**src/rtl/button_event_arbiter.sv**
```systemverilog
// Turns debounced button levels into press / long-hold events and serialises
// them onto a single valid/ready event port with round-robin fairness.
module button_event_arbiter #(
  parameter int unsigned N_BTN       = 4,
  parameter int unsigned HOLD_CYCLES = 50_000_000,
  parameter int unsigned CNT_W       = 26
) (
  input  logic                                  clk,
  input  logic                                  reset,
  input  logic [N_BTN-1:0]                      btn_level,
  input  logic                                  evt_ready,
  output logic                                  evt_valid,
  output logic [((N_BTN > 1) ? $clog2(N_BTN) : 1)-1:0] evt_btn,
  output logic                                  evt_hold,
  output logic                                  overrun
);

  localparam int unsigned BW = (N_BTN > 1) ? $clog2(N_BTN) : 1;

  typedef enum logic {IDLE, PRESENT} state_t;

  state_t             state_q, state_d;
  logic [N_BTN-1:0]   prev_level;
  logic [N_BTN-1:0]   press_pend, hold_pend;
  logic [N_BTN-1:0]   press_set, hold_set;
  logic [N_BTN-1:0]   clr_press, clr_hold;
  logic [CNT_W-1:0]   hold_cnt [N_BTN];
  logic [BW-1:0]      rr_ptr, rr_d;
  logic [BW-1:0]      grant_idx;
  logic               found;
  logic               evt_valid_d, evt_hold_d;
  logic [BW-1:0]      evt_btn_d;

  function automatic logic [BW-1:0] add_mod(input logic [BW-1:0] a, input int unsigned b);
    logic [BW:0] s;
    s = {1'b0, a} + (BW+1)'(b);
    if (s >= (BW+1)'(N_BTN)) s = s - (BW+1)'(N_BTN);
    return s[BW-1:0];
  endfunction

  // Event sources: rising edges and the single terminal-count cycle of each counter
  always_comb begin
    press_set = btn_level & ~prev_level;
    hold_set  = '0;
    for (int i = 0; i < N_BTN; i++) begin
      hold_set[i] = btn_level[i] && (hold_cnt[i] == CNT_W'(HOLD_CYCLES - 1));
    end
  end

  for (genvar g = 0; g < N_BTN; g++) begin : g_cnt
    always_ff @(posedge clk or posedge reset) begin
      if (reset) begin
        hold_cnt[g] <= '0;
      end else if (!btn_level[g]) begin
        hold_cnt[g] <= '0;
      end else if (hold_cnt[g] < CNT_W'(HOLD_CYCLES)) begin
        hold_cnt[g] <= hold_cnt[g] + CNT_W'(1);
      end
    end
  end

  // Round-robin scan starting at rr_ptr; first button with any pending event wins
  always_comb begin
    found     = 1'b0;
    grant_idx = '0;
    for (int k = 0; k < N_BTN; k++) begin
      if (!found && (press_pend[add_mod(rr_ptr, k)] || hold_pend[add_mod(rr_ptr, k)])) begin
        found     = 1'b1;
        grant_idx = add_mod(rr_ptr, k);
      end
    end
  end

  always_ff @(posedge clk or posedge reset) begin
    if (reset) begin
      state_q   <= IDLE;
      rr_ptr    <= '0;
      evt_valid <= 1'b0;
      evt_btn   <= '0;
      evt_hold  <= 1'b0;
    end else begin
      state_q   <= state_d;
      rr_ptr    <= rr_d;
      evt_valid <= evt_valid_d;
      evt_btn   <= evt_btn_d;
      evt_hold  <= evt_hold_d;
    end
  end

  always_comb begin
    state_d     = state_q;
    rr_d        = rr_ptr;
    evt_valid_d = evt_valid;
    evt_btn_d   = evt_btn;
    evt_hold_d  = evt_hold;
    clr_press   = '0;
    clr_hold    = '0;
    case (state_q)
      IDLE: begin
        if (found) begin
          state_d     = PRESENT;
          evt_valid_d = 1'b1;
          evt_btn_d   = grant_idx;
          evt_hold_d  = ~press_pend[grant_idx];
          rr_d        = add_mod(grant_idx, 1);
          if (press_pend[grant_idx]) clr_press[grant_idx] = 1'b1;
          else                       clr_hold[grant_idx]  = 1'b1;
        end
      end
      PRESENT: begin
        if (evt_ready) begin
          state_d     = IDLE;
          evt_valid_d = 1'b0;
        end
      end
      default: state_d = IDLE;
    endcase
  end

  // A new set beats a same-cycle clear; a set onto a still-pending bit is a lost event
  always_ff @(posedge clk or posedge reset) begin
    if (reset) begin
      prev_level <= '0;
      press_pend <= '0;
      hold_pend  <= '0;
      overrun    <= 1'b0;
    end else begin
      prev_level <= btn_level;
      press_pend <= press_set | (press_pend & ~clr_press);
      hold_pend  <= hold_set | (hold_pend & ~clr_hold);
      if (|(press_set & press_pend & ~clr_press) || |(hold_set & hold_pend & ~clr_hold))
        overrun <= 1'b1;
    end
  end

endmodule
```
**config.mk**
```make
export PLATFORM = sky130hd
export DESIGN_NAME = button_event_arbiter
export DESIGN_NICKNAME = d
export VERILOG_FILES = /design/src/rtl/button_event_arbiter.sv
export SDC_FILE = /design/constraint.sdc
export NUM_CORES = 1
export LEC_CHECK = 0
export ABC_AREA = 1
export BUFFER_PORTS_ARGS = -buffer_cell sky130_fd_sc_hd__buf_2
export CAP_MARGIN = 0
export CORE_MARGIN = 2
export CORE_UTILIZATION = 50
export DETAILED_ROUTE_END_ITERATION = 10
export GPL_ROUTABILITY_DRIVEN = 0
export PLACE_DENSITY_LB_ADDON = 0.2
export SLEW_MARGIN = 20
export SYNTH_ARGS = -nofsm -noshare
export SYNTH_HDL_FRONTEND = slang
export SYNTH_SLANG_ARGS = --single-unit
```
**constraint.sdc**
```tcl
create_clock -name clk -period 8.3 [get_ports clk]
set_input_delay 1.245 -clock clk [delete_from_list [all_inputs] [get_ports clk]]
set_output_delay 1.245 -clock clk [all_outputs]
set_load 0.05 [all_outputs]
```
[Word-level counts from Yosys, hierarchy flattened]
Cells that the tools add are included.
Widths: inputs -> output; s select.
Cells by class
  muxes and demuxes: 53
  $lt $le $gt $ge: 15
  reduce and logical (&&, ||, !) cells: 20
  equality and inequality tests: 10
  bitwise logic cells: 14
  add/sub/neg operators: 13
Operators by type and width (count)
  $mux 26: 8
  $add 26x1->26 const B: 4
  $eq 26x26->1 const B: 4
  $lt 26x26->1 const B: 4
  $and 4x4->4: 7
  $mux 4: 6
  $bmux 1 s2: 9
  $mux 1: 18
  $mux 2: 9
  $lt 2x3->1 const B: 5
  $ge 3x3->1 const B: 4
  $not 4->4: 3
  $sub 2x1->2 const B: 5
  $logic_and 1x1->1: 8
  $ne 2x1->1 const B: 4
  $or 4x4->4: 2
  $reduce_or 4->1: 2
  $add 2x1->3 const B: 2
  $add 2x2->3 const B: 2
  $logic_or 1x1->1: 5
  $ne 2x2->1 const B: 2
  $pmux 1 s2: 2
  $reduce_and 2->1: 2
  $ge 2x3->1 const B: 1
  other kinds (4): 7
Storage, ports and cells
  logic and storage cells: 138
  input bits: 7
  flip-flop bits (word level): 124

[Longest topological paths before layout]
Gate-level depths: netlist of run 1.
  word-level depth: 26
  gate-level depth with buffers: 20
  gate-level depth less buffers: 18

[Least setup slack after synthesis of run 1]
Ideal clock, no wire load.
  kind: input-to-reg
  start point: input btn_level[2]
  end point: register overrun
  data required time: 8.235 ns
  stages on the path: 9
  arrival time: 2.319 ns
  path slack: 5.917 ns
  buffers on the path: 1
  cells stage by stage: clkbuf_1 inv_1 nor3_1 nand4_1 nor4b_1 nand3_1 nand2_1 nor2_1 nand2_1
On the way
  cells in the longest elaborated chain, start to end: 5
  elaborated cells between the ends (all ways): 9
  classes of those cells: 5 x bitwise; 4 x reduce/logical
RTL lines
  start: declaration: RTL line 10  | input logic [N_BTN-1:0] btn_level,
  $and 4x4->4 / $logic_and 1x1->1 (equally long branches): RTL line 43, 46
  $and 4x4->4 (2 in series): RTL line 131  | if (|(press_set & press_pend & ~clr_press) || |(hold_set & hold_pend & ~clr_hold))
  $reduce_or 4->1: RTL line 131
  $logic_or 1x1->1 *: RTL line 131
  end signal: assignment: RTL line 126  | overrun <= 1'b0;
  end signal: assignment: RTL line 132  | overrun <= 1'b1;
  end: declaration: RTL line 15  | output logic overrun
Every way passes the cells marked *; elsewhere a longest branch is shown, timed or not.
A chain may end at the register's enable or synchronous reset.

[Final worst setup path of run 1]
  start point: register rr_ptr[0]
  end point: register overrun
On the way
  cells in the longest elaborated chain, start to end: 26
  elaborated cells between the ends (all ways): 69
  classes of those cells: 7 x add/sub; 6 x order compare; 38 x mux; 4 x bitwise; 14 x reduce/logical
RTL lines
  start: declaration: RTL line 28  | logic [BW-1:0] rr_ptr, rr_d;
  start signal: assignment: RTL line 83  | rr_ptr <= rr_d;
  branches (longest 14 deep; another with $add 2x1->3)
  $mux 2 *: RTL line 67  | if (!found && (press_pend[add_mod(rr_ptr, k)] || hold_pend[add_mod(rr_ptr, k)])) begin
  named net grant_idx[1]: RTL line 29  | logic [BW-1:0] grant_idx;
  $lt 2x3->1 (not written as such) / $ge 2x1->1 (equally long branches): RTL line 106, 107
  $logic_and 1x1->1 (not written as such): RTL line 106, 107
  $mux 1 (not written as such): RTL line 106, 107
  $demux 1 s2: RTL line 106, 107
  $mux 4: RTL line 106  | if (press_pend[grant_idx]) clr_press[grant_idx] = 1'b1;
  $mux 4: RTL line 100  | if (found) begin
  $mux 4: RTL line 98  | case (state_q)
  $not 4->4: RTL line 131
  $and 4x4->4: RTL line 131
  $reduce_or 4->1: RTL line 131
  $logic_or 1x1->1 *: RTL line 131
Mark *: on every way through the listed nets, which the timed path passes. The select of a mux whose other input is x is not followed.

==> impl_metrics.csv, run 1 <==
group,metric,value,unit
outcome,outcome,"completed",
critical_path,crit_fanout,17,
timing,slew_violations,0,
timing,timing.hold.ws,439,ps
timing,setup_viol,0,
timing,rsz0062_at_grt,"false",
timing,fin_skew,6.30,ps
global_routing,grt.total_usage,21.1,%
power_and_ir_drop,switching_share,34.3,%
clock_network,clk_latency,410,ps
finish,multiInputGateArea,3510,um^2
clock_network,post-cts-setup-buffer-count,0,
run,cap_violations,0,
yosys,syn_area_per_cell,7.52,um^2
finish,finish.instance_area,8030,um^2
finish,antennaDiodeCount,0,
clock_network,numCtsBuffers,17,
yosys,synth_common_cells,"nand2_1 (190), inv_1 (131), dfrtp_1 (124)",
yosys,synthTopCellsByArea,"dfrtp_1 (43%), nand2_1 (9.8%), inv_1 (6.8%)",
detailed_routing,drc_errors,0,
power_and_ir_drop,switching_power,0.653,mW
power_and_ir_drop,powerDensity,237,nW/um^2
clock_network,ctsRootBufferMaster,"clkbuf_16",
clock_network,cts_tree,"built",
worst_hold_path,min_path_type,"flop to flop",
timing,slew_headroom,41.0,%
yosys,synth-edff-count,0,
floorplan,start_util,50.5,%
power_and_ir_drop,internal_power,1.25,mW
yosys,synth_top_area_cell,"dfrtp_1",
floorplan,io_pins,12,
finish,drive_above_1_share,9.99,%
detailed_routing,drt_iter0_drc,381,
global_routing,grt_max_degree,65,
timing,fin_setup_tns,0,ps
detailed_routing,vias,6272,
detailed_routing,ant_nets,0,
yosys,async_flop_share,100,%
floorplan,coreArea,14400,um^2
critical_path,max_stage_delay,650,ps
critical_path,crit_chain,"inv_2 > nand2_1 > nand2_1 > nand3_1 > nand2_4 > inv_2 > nand3_1 > nand3_2 > nand2_1 > nand2_1 > ha_1 > inv_1 > nor2_1 > nand3_1 > a21oi_1 > nand2_1 > nor2_1 > nand2_1",
yosys,ys_ff_latch,124,
power_and_ir_drop,pwr-share-seq,35.6,%
detailed_routing,wl_per_cell,13.1,um
critical_path,end_kind,"flop",
critical_path,worstPathRequired,8600,ps
power_and_ir_drop,clock_power_share,37.0,%
detailed_routing,first_pass_iters,5,
critical_path,cp.arrival,2950,ps
yosys,synthDominantCellAreaShare,42.7,%
yosys,ys_types,53,
global_routing,grt_pass1_vias,6060,
clock_network,cts-hold-fix-buffers,0,
finish,ff_latch_area,3100,um^2
power_and_ir_drop,vdd_drop_max,0.000141,V
clock_network,cts-resized-gates,0,
clock_network,cts.htree.levels,4,
critical_path,cp-start-kind,"flop",
yosys,yosys_warnings,0,
finish,fillCellCount,1371,
placed_design,dpl.hpwl,11100,um
critical_path,cp_common_cell,"nand2_1",
power_and_ir_drop,power.leakage,3.44,nW
finish,nNetsFinal,994,
critical_path,crit_path_top_delay_cell,"dfrtp_1",
timing,max_freq,0.378,GHz
yosys,yosys.cell_count.top_type,"nand2_1",
timing,fin_crit,2650,ps
placed_design,port_buffers,11,
yosys,ys_seq_area_share,42.7,%
global_routing,grt_first_pass_wirelength,27400,um
yosys,netlist_area,7260,um^2
timing,worst_pin_slew,879,ps
yosys,synth-main-ff-cell,"dfrtp_1",
clock_network,clock_sinks,124,
power_and_ir_drop,p_comb_share,27.4,%
yosys,syn-num-nets,980,
timing,hold_viol_final,0,
clock_network,clkTransAtPathRegs,50,ps
finish,area_growth,10.5,%
placed_design,place_area,7460,um^2
global_routing,grt_overflow,0,
critical_path,criticalPathCategory,"flop to flop",
clock_network,cts_buffer_depth,2,
detailed_routing,post_drt_via_cell_ratio,5.34,
floorplan,die_area,15500,um^2
floorplan,die_y,124,um
yosys,netlist_instances,965,
timing,finalCritPeriodShare,31.9,%
floorplan,fp.dieW,124,um
detailed_routing,routed_wirelength,15400,um
floorplan,num_rows,44,
global_routing,grt_antenna_before_repair,0,
## placed cells by master, fill, tap and decap left out, types with 3 or more instances in the layout
cell type  Yosys  final
a21o_1         3      3
a21oi_1       52     52
a31oi_1        7      7
and3_1         4      4
buf_2          3     11
clkbuf_1      10      4
clkbuf_16      0     17
clkinv_1       4      4
clkinv_2       0      5
dfrtp_1      124    124
ha_1           8      8
inv_1        131    130
inv_2         11     11
nand2_1      190    190
nand2_2        6      6
nand3_1       53     53
nand3_2        8      8
nand3_4        3      3
nand4_1       31     31
nor2_1        95     95
nor2_2         5      5
nor3_1        47     47
nor3_2         7      7
nor3b_1        7      7
nor4_1        16     16
o21a_1        11     11
o21ai_0       76     76
o21ai_1        8      8
or2_2          5      5
xor2_1         7      7
## state kept, by name, indices dropped and copies added, names as in the netlist, 2 cells and up
signal      cells
evt_btn         2
prev_level      4
rr_ptr          2
press_pend      4
hold_pend       4
hold_cnt      104
## stage by stage
step | std cells | setup WS, ps | power [mW] | utilization [%]
global route | 1175 | 5340 | 2.01 | 55.9
CTS | 1175 | 5660 | 1.92 | 55.9
detailed placement | 1144 | 5330 | 1.21 | 52.0
floorplan | 965 | 3760 | 1.12 | -
finish | 1175 | 5650 | 1.90 | 55.9
global placement | 1144 | 5390 | 1.20 | 52.0
## path summary, 6_finish.rpt
| path | startpoint | slack [ps] | cells after the start | end |
|---|---|---|---|---|
| worst max-delay path | rr_ptr[0] | 5650 | 18 | overrun |
| worst min-delay path | state_q | 440 | 1 | evt_valid |
| worst max register to register | rr_ptr[0] | 5650 | 18 | overrun |
| worst min register to register | state_q | 440 | 1 | evt_valid |
| max in group asynchronous | reset | 6020 | 3 | hold_cnt[76] |
| min in group asynchronous | reset | 990 | 2 | hold_cnt[74] |
## area by class of cell
cell class | instances | share of cell area [%]
clock buffers | 23 | 5.83
clock inverters | 8 | 1.15
inverters | 147 | 6.94
well taps | 184 | 2.87
repair buffers | 12 | 0.780
flip-flops and latches | 124 | 38.7
multi-input cells | 677 | 43.8
## worst max-delay path, delay by kind of cell (launching register included)
kind                     cells  cell delay, ps
buffers and inverters        3             320
flip-flops                   1             650
adder cells (fa/ha/maj)      1             220
AO/OA/AOI/OAI                1             130
AND/OR/NAND/NOR             13            1200
## power groups by stage
stage          Sequential (mW)  Combinational (mW)  Clock, mW
2_1_floorplan            0.698               0.419          0
3_3_place_gp             0.686               0.512          0
3_5_place_dp             0.685               0.521          0
4_1_cts                  0.675               0.523      0.720
5_1_grt                  0.681               0.584      0.744
6_report                 0.677               0.521      0.703
## per-layer routing
metal | up-vias | global-route usage (%) | routed length (um)
met2 | 90 | 34.4 | 7210
li1 | 3252 | - | -
met1 | 2913 | 28.5 | 7540
met4 | 0 | 7.73 | 216
met3 | 17 | 3.61 | 416
met5 | - | 0 | 0
## logic make-up after synthesis
group	synth area share [%]
AOI/OAI and AO/OA	13.5
xor gates and xnor gates	0.845
adders and majority gates	1.38
buffers and inverters	8.88
DFF	42.7
and+or+nand+nor	32.7
(Power assumes the default switching activity.)
==> run 2, diff against run 1 <==
==> constraint.sdc (replaced) <==
create_clock -name clk -period 2.2 [get_ports clk]
set_input_delay 0.33 -clock clk [delete_from_list [all_inputs] [get_ports clk]]
set_output_delay 0.33 -clock clk [all_outputs]
set_load 0.05 [all_outputs]
==> run 2 against run 1 <==
Net effect: the run now ends with setup timing left; utilization up 11 points; via count up 13%; routed wire length increased by 23%; maximum frequency grew 16%; sequential cell count unchanged; register-to-register slack lost 5700 ps; worst setup slack lost 5700 ps; combinational power rose to 6.3 times the previous value; clock skew up 1.9 ps; power grew to 4.5 times the previous value; critical path depth down 2; global-route usage grew 2.0 points; critical path type unchanged.
==> impl_metrics.csv, run 2 (synthesized netlist as in run 1, its figures left out) <==
group,metric,value,unit
outcome,outcome,"finished, violations left",
outcome,violations,"setup timing",
finish,fillCellCount,1128,
critical_path,ff2ff_path_depth,16,
timing,rsz0062_at_grt,"true",
finish,utilization,67.1,%
detailed_routing,wl_per_cell,14.5,um
detailed_routing,ant_nets,0,
clock_network,clk_latency,430,ps
global_routing,grt_overflow,0,
power_and_ir_drop,powerDensity,888,nW/um^2
power_and_ir_drop,power.leakage,4.27,nW
timing,slew_violations,0,
clock_network,numCtsBuffers,17,
critical_path,crit_path_top_delay_cell,"dfrtp_2",
placed_design,port_buffers,11,
critical_path,crit_chain,"buf_6 > nand3_2 > nand3_2 > nand2_4 > inv_6 > nand3_4 > nor2_4 > buf_4 > a21oi_4 > ha_2 > nand2_1 > nand3b_1 > nand2_1 > nand3_1 > nor2_1 > nand2_1",
finish,nNetsFinal,1128,
global_routing,grt.total_usage,23.1,%
critical_path,worstPathRequired,2510,ps
worst_hold_path,min_path_type,"primary input to flop",
finish,drive_above_1_share,29.6,%
finish,final_cells,1310,
global_routing,grt_max_degree,86,
detailed_routing,drt_iter0_drc,601,
run,cap_violations,0,
finish,largest-register,"hold_cnt",
global_routing,grt_pass1_vias,6566,
timing,hold_viol_final,0,
placed_design,dpl.hpwl,12000,um
critical_path,end_kind,"flop",
floorplan,num_rows,44,
detailed_routing,drc_errors,0,
finish,final_common_cell,"nand2_1",
clock_network,clock_sinks,124,
timing,max_freq,0.438,GHz
detailed_routing,first_pass_iters,5,
timing,worst_pin_slew,637,ps
worst_hold_path,hp-start,"evt_ready",
floorplan,fp.dieW,124,um
floorplan,coreArea,14400,um^2
floorplan,die_y,124,um
floorplan,die_area,15500,um^2
critical_path,crit_path_start,"rr_ptr[0]",
finish,layout_common_cells,"nand2_1 (169), dfrtp_1 (122), inv_1 (121)",
worst_hold_path,whs_path_depth,2,
detailed_routing,post_drt_via_cell_ratio,5.40,
critical_path,criticalPathCategory,"flop to flop",
critical_path,rrSetupSlack,-80,ps
timing,fin_skew,8.18,ps
critical_path,max_stage_delay,470,ps
worst_hold_path,hold_end,"evt_valid",
placed_design,place_inst,1237,
critical_path,cp-start-kind,"flop",
timing,finalCritPeriodShare,104,%
critical_path,cp.arrival,2600,ps
clock_network,ctsRootBufferMaster,"clkbuf_16",
finish,largest_reg_flops,104,
global_routing,grt_antenna_before_repair,0,
clock_network,cts.htree.levels,4,
detailed_routing,routed_wirelength,19000,um
timing,setup_viol,6,
critical_path,crit_fanout,7,
critical_path,r2r_start,"rr_ptr[0]",
global_routing,grt_first_pass_wirelength,30000,um
floorplan,start_util,50.5,%
timing,worst_slack,-82.4,ps
timing,fin_setup_tns,-166,ps
floorplan,io_pins,12,
clock_network,clkTransAtPathRegs,60,ps
timing,slew_headroom,57.1,%
finish,antennaDiodeCount,0,
critical_path,cp_common_cell,"nand2_1",
clock_network,cts_tree,"built",
power_and_ir_drop,vdd_drop_max,0.000657,V
critical_path,rr_endpoint,"overrun",
clock_network,cts_buffer_depth,2,
timing,fin_crit,2280,ps
detailed_routing,vias,7076,
finish,area_growth,32.7,%
run 2: layout make-up:
cell class / instances / area, um^2 / share of cell area (%)
Clock buffer: 18 / 429 / 4.45
Clock inverter: 14 / 145 / 1.51
Timing Repair Buffer: 146 / 1140 / 11.8
Inverter: 147 / 576 / 5.97
Sequential cell: 124 / 3110 / 32.2
Tap cell: 184 / 230 / 2.39
Multi-Input combinational cell: 677 / 4020 / 41.7
run 2: layer usage:
metal / up-vias / GRT usage, % / share of wire, %
met4: 0 / 7.73 / 2.1
met2: 188 / 35.4 / 46
li1: 3523 / - / -
met3: 46 / 5.15 / 4.5
met5: - / 0 / 0
met1: 3319 / 32.6 / 47
run 2: worst max-delay path by stage:
stage,endpoint,cells after the start
2_1_floorplan,overrun,18
3_3_place_gp,overrun,17
3_5_place_dp,overrun,17
4_1_cts,overrun,18
5_1_grt,overrun,18
6_report,overrun,16
run 2: what timing repair did:
| item | in CTS | in global routing |
|---|---|---|
| pin swaps | 22 | 38 |
| endpoints found under the setup margin | 5 | 54 |
| gates resized for setup | 34 | 127 |
| setup buffers | 15 | 25 |
| hold buffers | 1 | 0 |
| endpoints found under the hold margin | 14 | 0 |
run 2: through the flow:
step           hold WS, ps  power [mW]  setup slack [ps]  area (um^2)
3_3_place_gp           338        5.05             -16.8         8180
4_1_cts               83.3        8.29             -36.7         9000
2_1_floorplan          361        4.21              53.3         7260
3_5_place_dp           335        5.07             -99.4         8180
6_report               100        8.56             -82.4         9640
5_1_grt                101        8.98              -224         9640
run 2: power breakdown:
part,leakage [nW],internal (mW),switching [mW]
clock,0.285,1.67,1.09
combinational,2.31,1.38,1.88
sequential,1.68,2.41,0.130
total,4.27,5.46,3.10
run 2: worst max-delay path: cells and delay by family (launching register included):
kind / cells / cell delay [ps]
flops: 1 / 470
fa+ha+maj: 1 / 210
buf+inv: 3 / 340
simple gates: 11 / 970
compound gates: 1 / 160
